==> config.mk <==
export PLATFORM = sky130hd
export DESIGN_NAME = motor_ramp_ctrl_flat
export DESIGN_NICKNAME = d
export VERILOG_FILES = /design/src/rtl/drone_pkg.sv /design/src/rtl/motor_ramp_ctrl_if.sv /design/src/rtl/ramp_tick_gen.sv /design/src/rtl/motor_ramp_ctrl.sv /design/src/flat_wrapper.sv
export SDC_FILE = /design/constraint.sdc
export NUM_CORES = 1
export LEC_CHECK = 0
export CAP_MARGIN = 10
export CORE_MARGIN = 1.5
export CORE_UTILIZATION = 57
export DETAILED_ROUTE_END_ITERATION = 10
export MAX_ROUTING_LAYER = met4
export PLACE_DENSITY_LB_ADDON = 0.25
export RECOVER_POWER = 25
export SLEW_MARGIN = 20
export SYNTH_ARGS = -nofsm -noshare
export SYNTH_HDL_FRONTEND = slang
export SYNTH_HIERARCHICAL = 1
export SYNTH_SLANG_ARGS = --single-unit
==> constraint.sdc <==
create_clock -name clk -period 4.38 [get_ports clk]
set_input_delay 1.314 -clock clk [delete_from_list [all_inputs] [get_ports clk]]
set_output_delay 1.314 -clock clk [all_outputs]
set_load 0.05 [all_outputs]
==> src/rtl/drone_pkg.sv <==
// Shared types and default throttle-ramp constants for the motor ramp controller.
package drone_pkg;

    typedef enum logic [1:0] {
        IDLE    = 2'd0,
        SPINUP  = 2'd1,
        HOVER   = 2'd2,
        DESCEND = 2'd3
    } ramp_state_t;

    localparam int THR_W        = 8;
    localparam int THR_HOVER    = 128;
    localparam int THR_IDLE     = 16;
    localparam int THR_STEP     = 4;
    localparam int THR_TICK_DIV = 10;

endpackage

==> src/rtl/motor_ramp_ctrl_if.sv <==
// Request/status bundle between the flight-mode FSM (master) and the ramp controller (slave).
interface motor_ramp_ctrl_if
    import drone_pkg::*;
#(
    parameter int W = THR_W
);
    logic         takeoff;
    logic         landing;
    logic [W-1:0] throttle;
    logic         armed;
    logic         at_hover;
    logic         landed;

    modport master (
        output takeoff,
        output landing,
        input  throttle,
        input  armed,
        input  at_hover,
        input  landed
    );

    modport slave (
        input  takeoff,
        input  landing,
        output throttle,
        output armed,
        output at_hover,
        output landed
    );
endinterface

==> src/rtl/ramp_tick_gen.sv <==
// Ramp tick divider: counts 0..TICK_DIV-1 while enabled, tick on the terminal count.
module ramp_tick_gen #(
    parameter int TICK_DIV = 10
) (
    input  logic clk,
    input  logic reset,
    input  logic enable,
    input  logic clear,
    output logic tick
);
    localparam int CNT_W = (TICK_DIV > 1) ? $clog2(TICK_DIV) : 1;
    localparam logic [CNT_W-1:0] CNT_MAX = CNT_W'(TICK_DIV - 1);

    logic [CNT_W-1:0] cnt_q;
    logic [CNT_W-1:0] cnt_d;

    assign tick = enable && (cnt_q == CNT_MAX);

    always_comb begin
        cnt_d = cnt_q;
        if (clear || !enable || tick) begin
            cnt_d = '0;
        end else begin
            cnt_d = cnt_q + CNT_W'(1);
        end
    end

    always_ff @(posedge clk or negedge reset) begin
        if (!reset) begin
            cnt_q <= '0;
        end else begin
            cnt_q <= cnt_d;
        end
    end
endmodule

==> src/rtl/motor_ramp_ctrl.sv <==
// Rate-limited throttle sequencer: spin-up to hover on takeoff, ramp to zero on landing.
//   state   | meaning
//   IDLE    | motors off, throttle 0, waiting for takeoff
//   SPINUP  | ramping throttle up by STEP per tick towards HOVER_LEVEL
//   HOVER   | throttle held at HOVER_LEVEL
//   DESCEND | ramping throttle down by STEP per tick towards 0
module motor_ramp_ctrl
    import drone_pkg::*;
#(
    parameter int W           = THR_W,
    parameter int HOVER_LEVEL = THR_HOVER,
    parameter int IDLE_LEVEL  = THR_IDLE,
    parameter int STEP        = THR_STEP,
    parameter int TICK_DIV    = THR_TICK_DIV
) (
    input  logic              clk,
    input  logic              reset,
    motor_ramp_ctrl_if.slave  ctrl
);
    localparam logic [W:0]   STEP_X  = (W+1)'(STEP);
    localparam logic [W:0]   HOVER_X = (W+1)'(HOVER_LEVEL);
    localparam logic [W-1:0] HOVER_V = W'(HOVER_LEVEL);
    localparam logic [W-1:0] IDLE_V  = W'(IDLE_LEVEL);

    ramp_state_t  state_q, state_d;
    logic [W-1:0] throttle_q, throttle_d;
    logic         armed_q, armed_d;
    logic         at_hover_q, at_hover_d;
    logic         landed_q, landed_d;

    logic         tick;
    logic         tick_en;
    logic         tick_clr;
    logic [W:0]   thr_x;
    logic [W:0]   sum_x;
    logic [W-1:0] thr_up;
    logic [W-1:0] thr_dn;
    logic         launch;

    assign launch = ctrl.takeoff && !ctrl.landing;

    // Widened arithmetic so the up-ramp cannot wrap and the down-ramp cannot underflow.
    assign thr_x  = {1'b0, throttle_q};
    assign sum_x  = thr_x + STEP_X;
    assign thr_up = (sum_x >= HOVER_X) ? HOVER_V : W'(sum_x);
    assign thr_dn = (thr_x > STEP_X) ? W'(thr_x - STEP_X) : '0;

    always_comb begin
        state_d    = state_q;
        throttle_d = throttle_q;
        case (state_q)
            IDLE: begin
                throttle_d = '0;
                if (launch) begin
                    state_d    = SPINUP;
                    throttle_d = IDLE_V;
                end
            end
            SPINUP: begin
                if (ctrl.landing) begin
                    state_d = DESCEND;
                end else if (tick) begin
                    throttle_d = thr_up;
                    if (thr_up == HOVER_V) state_d = HOVER;
                end
            end
            HOVER: begin
                throttle_d = HOVER_V;
                if (ctrl.landing) state_d = DESCEND;
            end
            DESCEND: begin
                if (launch) begin
                    state_d    = SPINUP;
                    throttle_d = (throttle_q < IDLE_V) ? IDLE_V : throttle_q;
                end else if (tick) begin
                    throttle_d = thr_dn;
                    if (thr_dn == '0) state_d = IDLE;
                end
            end
            default: begin
                state_d    = IDLE;
                throttle_d = '0;
            end
        endcase
        armed_d    = (state_d != IDLE);
        at_hover_d = (state_d == HOVER);
        landed_d   = (state_q == DESCEND) && (state_d == IDLE);
    end

    assign tick_en  = (state_q == SPINUP) || (state_q == DESCEND);
    assign tick_clr = (state_d != state_q) || !tick_en;

    ramp_tick_gen #(.TICK_DIV(TICK_DIV)) u_tick (
        .clk    (clk),
        .reset  (reset),
        .enable (tick_en),
        .clear  (tick_clr),
        .tick   (tick)
    );

    always_ff @(posedge clk or negedge reset) begin
        if (!reset) begin
            state_q    <= IDLE;
            throttle_q <= '0;
            armed_q    <= 1'b0;
            at_hover_q <= 1'b0;
            landed_q   <= 1'b0;
        end else begin
            state_q    <= state_d;
            throttle_q <= throttle_d;
            armed_q    <= armed_d;
            at_hover_q <= at_hover_d;
            landed_q   <= landed_d;
        end
    end

    assign ctrl.throttle = throttle_q;
    assign ctrl.armed    = armed_q;
    assign ctrl.at_hover = at_hover_q;
    assign ctrl.landed   = landed_q;
endmodule

==> src/flat_wrapper.sv <==
// flat-port wrapper written by rule: the top's interface ports become plain ports
module motor_ramp_ctrl_flat import drone_pkg::*;
#(
    parameter int W           = THR_W,
    parameter int HOVER_LEVEL = THR_HOVER,
    parameter int IDLE_LEVEL  = THR_IDLE,
    parameter int STEP        = THR_STEP,
    parameter int TICK_DIV    = THR_TICK_DIV
)
  (clk, reset, ctrl_takeoff, ctrl_landing, ctrl_throttle, ctrl_armed, ctrl_at_hover, ctrl_landed);
  motor_ramp_ctrl_if #(.W(W)) ctrl_i ();
  input  logic clk;
  input  logic reset;
  input wire logic [$bits(ctrl_i.takeoff)-1:0] ctrl_takeoff;
  input wire logic [$bits(ctrl_i.landing)-1:0] ctrl_landing;
  output wire logic [$bits(ctrl_i.throttle)-1:0] ctrl_throttle;
  output wire logic [$bits(ctrl_i.armed)-1:0] ctrl_armed;
  output wire logic [$bits(ctrl_i.at_hover)-1:0] ctrl_at_hover;
  output wire logic [$bits(ctrl_i.landed)-1:0] ctrl_landed;
  assign ctrl_i.takeoff = ctrl_takeoff;
  assign ctrl_i.landing = ctrl_landing;
  assign ctrl_throttle = ctrl_i.throttle;
  assign ctrl_armed = ctrl_i.armed;
  assign ctrl_at_hover = ctrl_i.at_hover;
  assign ctrl_landed = ctrl_i.landed;
  motor_ramp_ctrl #(.W(W), .HOVER_LEVEL(HOVER_LEVEL), .IDLE_LEVEL(IDLE_LEVEL), .STEP(STEP), .TICK_DIV(TICK_DIV)) u_core (.clk(clk), .reset(reset), .ctrl(ctrl_i));
endmodule
After elaboration in Yosys (flattened, before gate mapping)
Cells that the tools add are included.
W data, S select, Z words.

word-level totals
  bits in registers = 17
  input port bits = 4
  output and inout bits = 11

operators by class
  order comparisons = 3
  equal/unequal tests = 11
  $add $sub $neg = 3
  reductions and logical operators = 14
  mux-type cells = 19

operators by type and width
  cell                   count
  $mux W8                7
  $pmux W8 S4            1
  $mux W2                8
  $add A8 B3 Y9 const B  1
  $ge A9 B8 Y1 const B   1
  $eq A8 B8 Y1 const B   1
  $gt A8 B3 Y1 const B   1
  $logic_not A8 Y1       1
  $lt A8 B5 Y1 const B   1
  $pmux W2 S4            1
  $sub A8 B3 Y8 const B  1
  $eq A2 B2 Y1 const B   3
  $mux W5                1
  $add A4 B1 Y4 const B  1
  $eq A4 B4 Y1 const B   1
  $logic_not A2 Y1       2
  $logic_or A1 B1 Y1     4
  $mux W4                1
  $ne A2 B2 Y1 const B   2
  $reduce_and A4 Y1      1
  $logic_and A1 B1 Y1    3
  $ne A3 B2 Y1 const B   1
  $ne A3 B3 Y1 const B   1
  $eq A2 B1 Y1 const B   1
  3 further kinds        4

Logic depth before layout (Yosys ltp)
Gate-level depths: netlist (run 1).

  depth in word-level cells = 13
  gate-level depth with buffers = 11
  mapped depth without buffers = 11

Hierarchy
Netlist (run 1), hierarchy kept.

by module, submodules not included
  module           times used  cells each  area each (µm²)  sequential area each (µm²)
  motor_ramp_ctrl  1           107         908.4            325.3
  ramp_tick_gen    1           18          205.2            100.1

Worst setup path before layout (run 1)
Ideal clock, no wire load.

  kind = in2reg
  start = input ctrl_takeoff
  end = register u_core.throttle_q[5], in the netlist u_core/ctrl.throttle[5]
  path slack = 1.942 ns
  cell stages on the path = 6
  arrival time = 2.289 ns
  path through = nor2b_1 -> nand3_1 -> and4_1 -> buf_2 -> a221oi_1 -> o31ai_1

on the way
  cells in the longest elaborated chain, start to end = 3

RTL lines
  item                                                               line                    text
  start, declared                                                    flat_wrapper.sv:14      input wire logic [$bits(ctrl_i.takeoff)-1:0] ctrl_takeoff;
  $logic_and A1 B1 Y1 (*)                                            motor_ramp_ctrl.sv:40   assign launch = ctrl.takeoff && !ctrl.landing;
  $ne A3 B3 Y1 (no line), or another cell as far along               --
  $reduce_and A4 Y1 (no line) / $pmux W8 S4 (equally long branches)  --
  end signal, assigned                                               motor_ramp_ctrl.sv:110  throttle_q <= throttle_d;
  end, declared                                                      motor_ramp_ctrl.sv:26   logic [W-1:0] throttle_q, throttle_d;

Mark *: on every way between the ends. The rest lies on a longest branch, timed or not.
A chain may end at the register's enable or synchronous reset.

Worst setup path after layout (run 1)
  start = register u_core.throttle_q[5], in the netlist u_core/ctrl.throttle[5]
  end = output ctrl_throttle[5]

RTL lines
  item           line                text
  end, declared  flat_wrapper.sv:16  output wire logic [$bits(ctrl_i.throttle)-1:0] ctrl_throttle;

No word-level cell between the ends.

==> results_dict.tcl, run 1 <==
set metrics [dict create \
    outcome "finished clean" \
    crit_path_end_kind "primary output" \
    synth_nets 134 \
    switchingPower_uw 443 \
    p_total_uw 865 \
    rsz0062_at_grt "false" \
    crit_required_ps 3070 \
    grt_pass1_vias 891 \
    p_per_area_nw_per_um2 670 \
    htree_levels 1 \
    port_buffers 14 \
    synth_cells 125 \
    post_cts_buffers 0 \
    grt_first_pass_wirelength_um 4110 \
    cts_tree "yes" \
    path_cells "clkdlybuf4s50_1" \
    yosysSeqAreaShare_pct 38.2 \
    dieWidth_um 47.2 \
    cp.buffers_inverters 1 \
    viasPerCell 6.19 \
    crit_slowest_cell "clkdlybuf4s50_1" \
    ys_ff_latch 17 \
    via_count 1015 \
    layout_min_cycle_time_ps 2940 \
    num_io_pins 15 \
    row_count 15 \
    ff2ff_path_depth 11 \
    synth.top_cell.area_share_pct 38.2 \
    final_common_cell "dfrtp_1" \
    p_leak_uw 0.000556 \
    worstReg2RegEnd "u_core/u_tick/cnt_q[3]" \
    worstSkewPairLatency_ps 290 \
    yosysTopAreaCell "dfrtp_1" \
    synth_edf_count 0 \
    startpoint_type "flop" \
    pwr-share-seq_pct 32.1 \
    hold_buffers 0 \
    crit_fanout 8 \
    routed_wl_um 2370 \
    p_int_uw 422 \
    clock-root-buffer "clkbuf_4" \
    dieArea_sq_um 2230 \
    p_comb_share_pct 58.3 \
    fillCellCount 136 \
    antenna_found_initial 0 \
    cp.arrival_ps 1630 \
    skew_ps 4.88 \
    grt.total_usage_pct 26.8 \
    cts_buffers 3 \
    slowest_delay_ps 850 \
    r2r-start "u_core/u_tick/cnt_q[1]" \
    finalSetupViolCount 0 \
    holdCritPathClass "reg2reg" \
    final_cell_mix "dfrtp_1, nor2_1, clkdlybuf4s50_1" \
    max_freq_mhz 340 \
    cts_resized 0 \
    place_congestion 0.973 \
    clockPowerShare_pct 9.7 \
    start_util_pct 62.5 \
    yosysWarnings 6 \
    drive_gt1_share_pct 7.19 \
    ys_async_sr_fraction_pct 100 \
    hold_depth 1 \
    max_slew_margin_pct 48.4 \
    first_pass_iters 4 \
    clock_path_buffers 2 \
    r2r_slack_ps 1880 \
    clkSinkCount 17 \
    ys_types 40 \
    grt_max_degree 18 \
    swShare_pct 51.2 \
    finalHoldViolations 0 \
    antenna_cells 0 \
    maxCapViolations 0 \
    grt_overflow 0 \
    worst_hold_slack_ps 498 \
    die_h_um 47.2 \
    slew_violations 0 \
    cp.depth 1 \
    syn_area_per_cell_sq_um 8.91 \
    synthFlopType "dfrtp_1" \
    core_area_sq_um 1780 \
    ant_nets 0 \
    wire_per_inst_um 14.4 \
    worstMarginPinSlew_ps 771 \
    path_delay_family "buffers and inverters" \
    dpl.hpwl_um 1750 \
    syn_area_sq_um 1110 \
    fin_nets 149 \
    peakVddDrop_mv 0.479 \
    synthTopCellsByArea "dfrtp_1, ha_1, nor2_1" \
    drcViolationCount 0 \
    hold_end "u_core/u_tick/cnt_q[0]" \
    min_from "u_core/u_tick/cnt_q[0]" \
    clk_pin_slew_ps 90 \
    fin_setup_tns_ps 0 \
    fin_crit_sh_pct 67.2 \
    worst-setup-path-type "reg2out" \
    drt_iter0_drc 36 \
    area.growth.synth_to_final_pct 16.0 \
]
## layer usage
| metal | track usage [%] | share of wire [%] | up-vias |
|---|---|---|---|
| met3 | 7.69 | 7.2 | 0 |
| met4 | 3.89 | 0 | 0 |
| met2 | 40.0 | 46 | 50 |
| met1 | 36.8 | 46 | 479 |
| li1 | - | - | 486 |
| met5 | - | 0 | - |
## stage by stage
step / std cells / cell area, sq um / util (%) / worst slack, ps
floorplan: 125 / 1110 / - / 1940
global placement: 160 / 1270 / 71.2 / 1350
detailed placement: 160 / 1270 / 71.2 / 1270
CTS: 164 / 1290 / 72.6 / 1440
global route: 164 / 1290 / 72.4 / 1370
finish: 164 / 1290 / 72.4 / 1440
## kinds of logic after synthesis
kind of cell	count (synthesis)	share of synthesized area, %
AO/OA/AOI/OAI	32	20.6
XOR/XNOR	4	3.15
adder cells (fa/ha/maj)	5	5.62
buffers and inverters	12	4.16
flip-flops	17	38.2
multiplexers	1	0.899
AND/OR/NAND/NOR	54	27.4
## Yosys cell counts (all sizes together), types with 3 or more instances
master / count
dfrtp: 17
nor2: 14
inv: 8
nand3: 8
a21oi: 7
nand2: 7
o21ai: 7
ha: 5
a211oi: 4
nand2b: 4
nor3: 4
clkbuf: 3
nand3b: 3
o31a: 3
xnor2: 3
## worst max-delay path by stage
| stage | startpoint | to | slack (ps) |
|---|---|---|---|
| finish | u_core/ctrl.throttle[5] | ctrl_throttle[5] | 1440 |
| global route | u_core/ctrl.throttle[2] | ctrl_throttle[2] | 1370 |
| CTS | u_core/ctrl.throttle[2] | ctrl_throttle[2] | 1440 |
| detailed placement | ctrl_landing | u_core/ctrl.throttle[5] | 1270 |
| global placement | ctrl_landing | u_core/ctrl.throttle[5] | 1350 |
| floorplan | ctrl_takeoff | u_core/ctrl.throttle[5] | 1940 |
## power by group through the flow
stage	registers, uW	logic (uW)	clock network, uW
after floorplan	345	306	0
after global placement	276	489	0
after detailed placement	277	500	0
after CTS	275	502	85.5
after global routing	287	552	92.8
final	277	504	83.6
## sequential cells by signal, summed over array words and instances (netlist names)
signal and count:
u_core/ctrl.throttle 8, u_core/u_tick/cnt_q 4, u_core/state_q 2, u_core/ctrl.armed 1, u_core/ctrl.at_hover 1, u_core/ctrl.landed 1
## worst register-to-register path, delay by kind of cell, from the launching register on
kind / cells / cell delay, ps
buf+inv: 1 / 60
fa+ha+maj: 1 / 180
simple gates: 7 / 1440
flops: 1 / 410
compound gates: 2 / 300
## area by class of cell
class	instances	area [sq um]	area share (%)
timing repair buffer	14	140	10.9
clock buffer	4	26.3	2.03
tap	25	31.3	2.42
sequential	17	425	32.9
inverter	8	30.0	2.33
multi-input combinational	96	638	49.4
No activity file was read; power rests on OpenSTA's default activity.
==> run 2, diff against run 1 <==
--- a/config.mk
+++ b/config.mk
@@ -7,7 +7,7 @@
 export LEC_CHECK = 0
 export CAP_MARGIN = 10
 export CORE_MARGIN = 1.5
-export CORE_UTILIZATION = 57
+export CORE_UTILIZATION = 48
 export DETAILED_ROUTE_END_ITERATION = 10
 export MAX_ROUTING_LAYER = met4
 export PLACE_DENSITY_LB_ADDON = 0.25
==> constraint.sdc (replaced) <==
create_clock -name clk -period 2.5 [get_ports clk]
set_input_delay 0.75 -clock clk [delete_from_list [all_inputs] [get_ports clk]]
set_output_delay 0.75 -clock clk [all_outputs]
set_load 0.05 [all_outputs]
==> results_dict.tcl, run 2 (synthesis gave the netlist of run 1 again) <==
set metrics [dict create \
    dieArea_sq_um 2620 \
    max_slew_margin_pct 36.7 \
    crit_path_end_kind "primary output" \
    num_io_pins 15 \
    worstSkewPairLatency_ps 290 \
    max_freq_mhz 417 \
    routed_wl_um 2520 \
    multiInputGateArea_sq_um 642 \
    worstReg2RegEnd "u_core/u_tick/cnt_q[2]" \
    hold_buffers 0 \
    p_int_uw 772 \
    clk_pin_slew_ps 110 \
    finalSetupViolCount 0 \
    skew_ps 2.63 \
    clock-root-buffer "clkbuf_4" \
    worst-setup-path-type "reg2out" \
    fillCellCount 188 \
    cp.depth 1 \
    dpl.hpwl_um 1850 \
    seq_area_sq_um 425 \
    setup_ws_ps 101 \
    cp.buffers_inverters 1 \
    wire_per_inst_um 14.5 \
    pwr-share-seq_pct 29.6 \
    holdCritPathClass "reg2reg" \
    cts_tree "yes" \
    grt.total_usage_pct 21.7 \
    finalHoldViolations 0 \
    fin_crit_sh_pct 96.0 \
    htree_levels 1 \
    ff2ff_path_depth 7 \
    fin_nets 156 \
    first_pass_iters 4 \
    cp.arrival_ps 1650 \
    p_comb_share_pct 60.5 \
    fin_setup_tns_ps 0 \
    crit_path_start "u_core/ctrl.throttle[4]" \
    r2r-start "u_core/ctrl.throttle[2]" \
    clock_path_buffers 2 \
    r2r_slack_ps 170 \
    clkSinkCount 17 \
    grt_first_pass_wirelength_um 4080 \
    largest_reg_flops 8 \
    port_buffers 14 \
    drive_gt1_share_pct 12.3 \
    via_count 1004 \
    dpl_worst_slack_ps 23.6 \
    swShare_pct 50.9 \
    ant_nets 0 \
    core_area_sq_um 2190 \
    place_congestion 0.933 \
    layout_min_cycle_time_ps 2400 \
    drcViolationCount 0 \
    p_per_area_nw_per_um2 1160 \
    viasPerCell 5.77 \
    worstMarginPinSlew_ps 950 \
    antenna_cells 0 \
    final_common_cell "dfrtp_1" \
    maxCapViolations 0 \
    post_cts_buffers 0 \
    die_h_um 51.2 \
    peakVddDrop_mv 0.750 \
    row_count 17 \
    start_util_pct 50.8 \
    dieWidth_um 51.2 \
    area.growth.synth_to_final_pct 21.3 \
    grt_overflow 0 \
    grt_pass1_vias 894 \
    startpoint_type "flop" \
    cp-endpoint "ctrl_throttle[4]" \
    outcome "finished clean" \
    slowest_delay_ps 850 \
    antenna_found_initial 0 \
    cts_resized 0 \
    clockPowerShare_pct 9.9 \
    grt_max_degree 18 \
    switchingPower_uw 802 \
    cts_buffers 3 \
    rsz0062_at_grt "false" \
    final_cell_mix "dfrtp_1, nor2_1, clkdlybuf4s50_1" \
    crit_slowest_cell "clkdlybuf4s50_1" \
    path_cells "clkdlybuf4s50_1" \
    path_delay_family "buffers and inverters" \
    crit_fanout 7 \
    slew_violations 0 \
    p_leak_uw 0.000587 \
    crit_required_ps 1750 \
    drt_iter0_drc 30 \
]
-- run 2: cell types whose count changed in the layout (fill, tap and decap cells not counted) --
cell,change
buf_4,+6
clkinvlp_4,+1
or4_1,-1
or4_4,+1
-- run 2: how the worst min path moves through the flow --
stage                                 startpoint                      to  slack (ps)  depth (start not counted)
after floorplan                            reset       u_core/ctrl.armed         450                          0
after global placement    u_core/u_tick/cnt_q[0]  u_core/u_tick/cnt_q[0]         470                          1
after detailed placement  u_core/u_tick/cnt_q[0]  u_core/u_tick/cnt_q[0]         490                          1
after CTS                 u_core/u_tick/cnt_q[0]  u_core/u_tick/cnt_q[0]         500                          1
after global routing      u_core/u_tick/cnt_q[0]  u_core/u_tick/cnt_q[0]         540                          1
final                     u_core/u_tick/cnt_q[0]  u_core/u_tick/cnt_q[0]         500                          1
-- run 2: routing by layer --
| metal | track usage (%) | vias up | part of all wire [%] |
|---|---|---|---|
| met3 | 2.63 | 2 | 4.3 |
| met4 | 10.4 | 0 | 1.1 |
| met5 | - | - | 0 |
| met1 | 28.0 | 478 | 45 |
| met2 | 34.2 | 28 | 49 |
| li1 | - | 496 | - |
-- run 2: final cells by class --
type	count	share of cell area [%]
clock buffer	3	1.67
clock inverter	1	0.556
inverter	8	2.22
multi-input combinational	96	47.5
sequential	17	31.5
tap	28	2.59
timing repair buffer	21	14.0
-- run 2: through the flow --
| stage | cells | utilization (%) | hold WS [ps] | area, sq um | total power [uW] |
|---|---|---|---|---|---|
| global placement | 170 | 60.5 | 470 | 1330 | 1390 |
| CTS | 174 | 61.9 | 504 | 1360 | 1580 |
| floorplan | 125 | - | 454 | 1110 | 1140 |
| finish | 174 | 61.7 | 496 | 1350 | 1570 |
| global route | 174 | 61.7 | 545 | 1350 | 1690 |
| detailed placement | 170 | 60.5 | 488 | 1330 | 1410 |
-- run 2: power groups by stage --
stage	sequential, uW	clock, uW	combinational (uW)
2_1_floorplan	605	0	536
3_3_place_gp	463	0	929
3_5_place_dp	469	0	944
4_1_cts	464	165	950
5_1_grt	480	173	1040
6_report	466	156	952
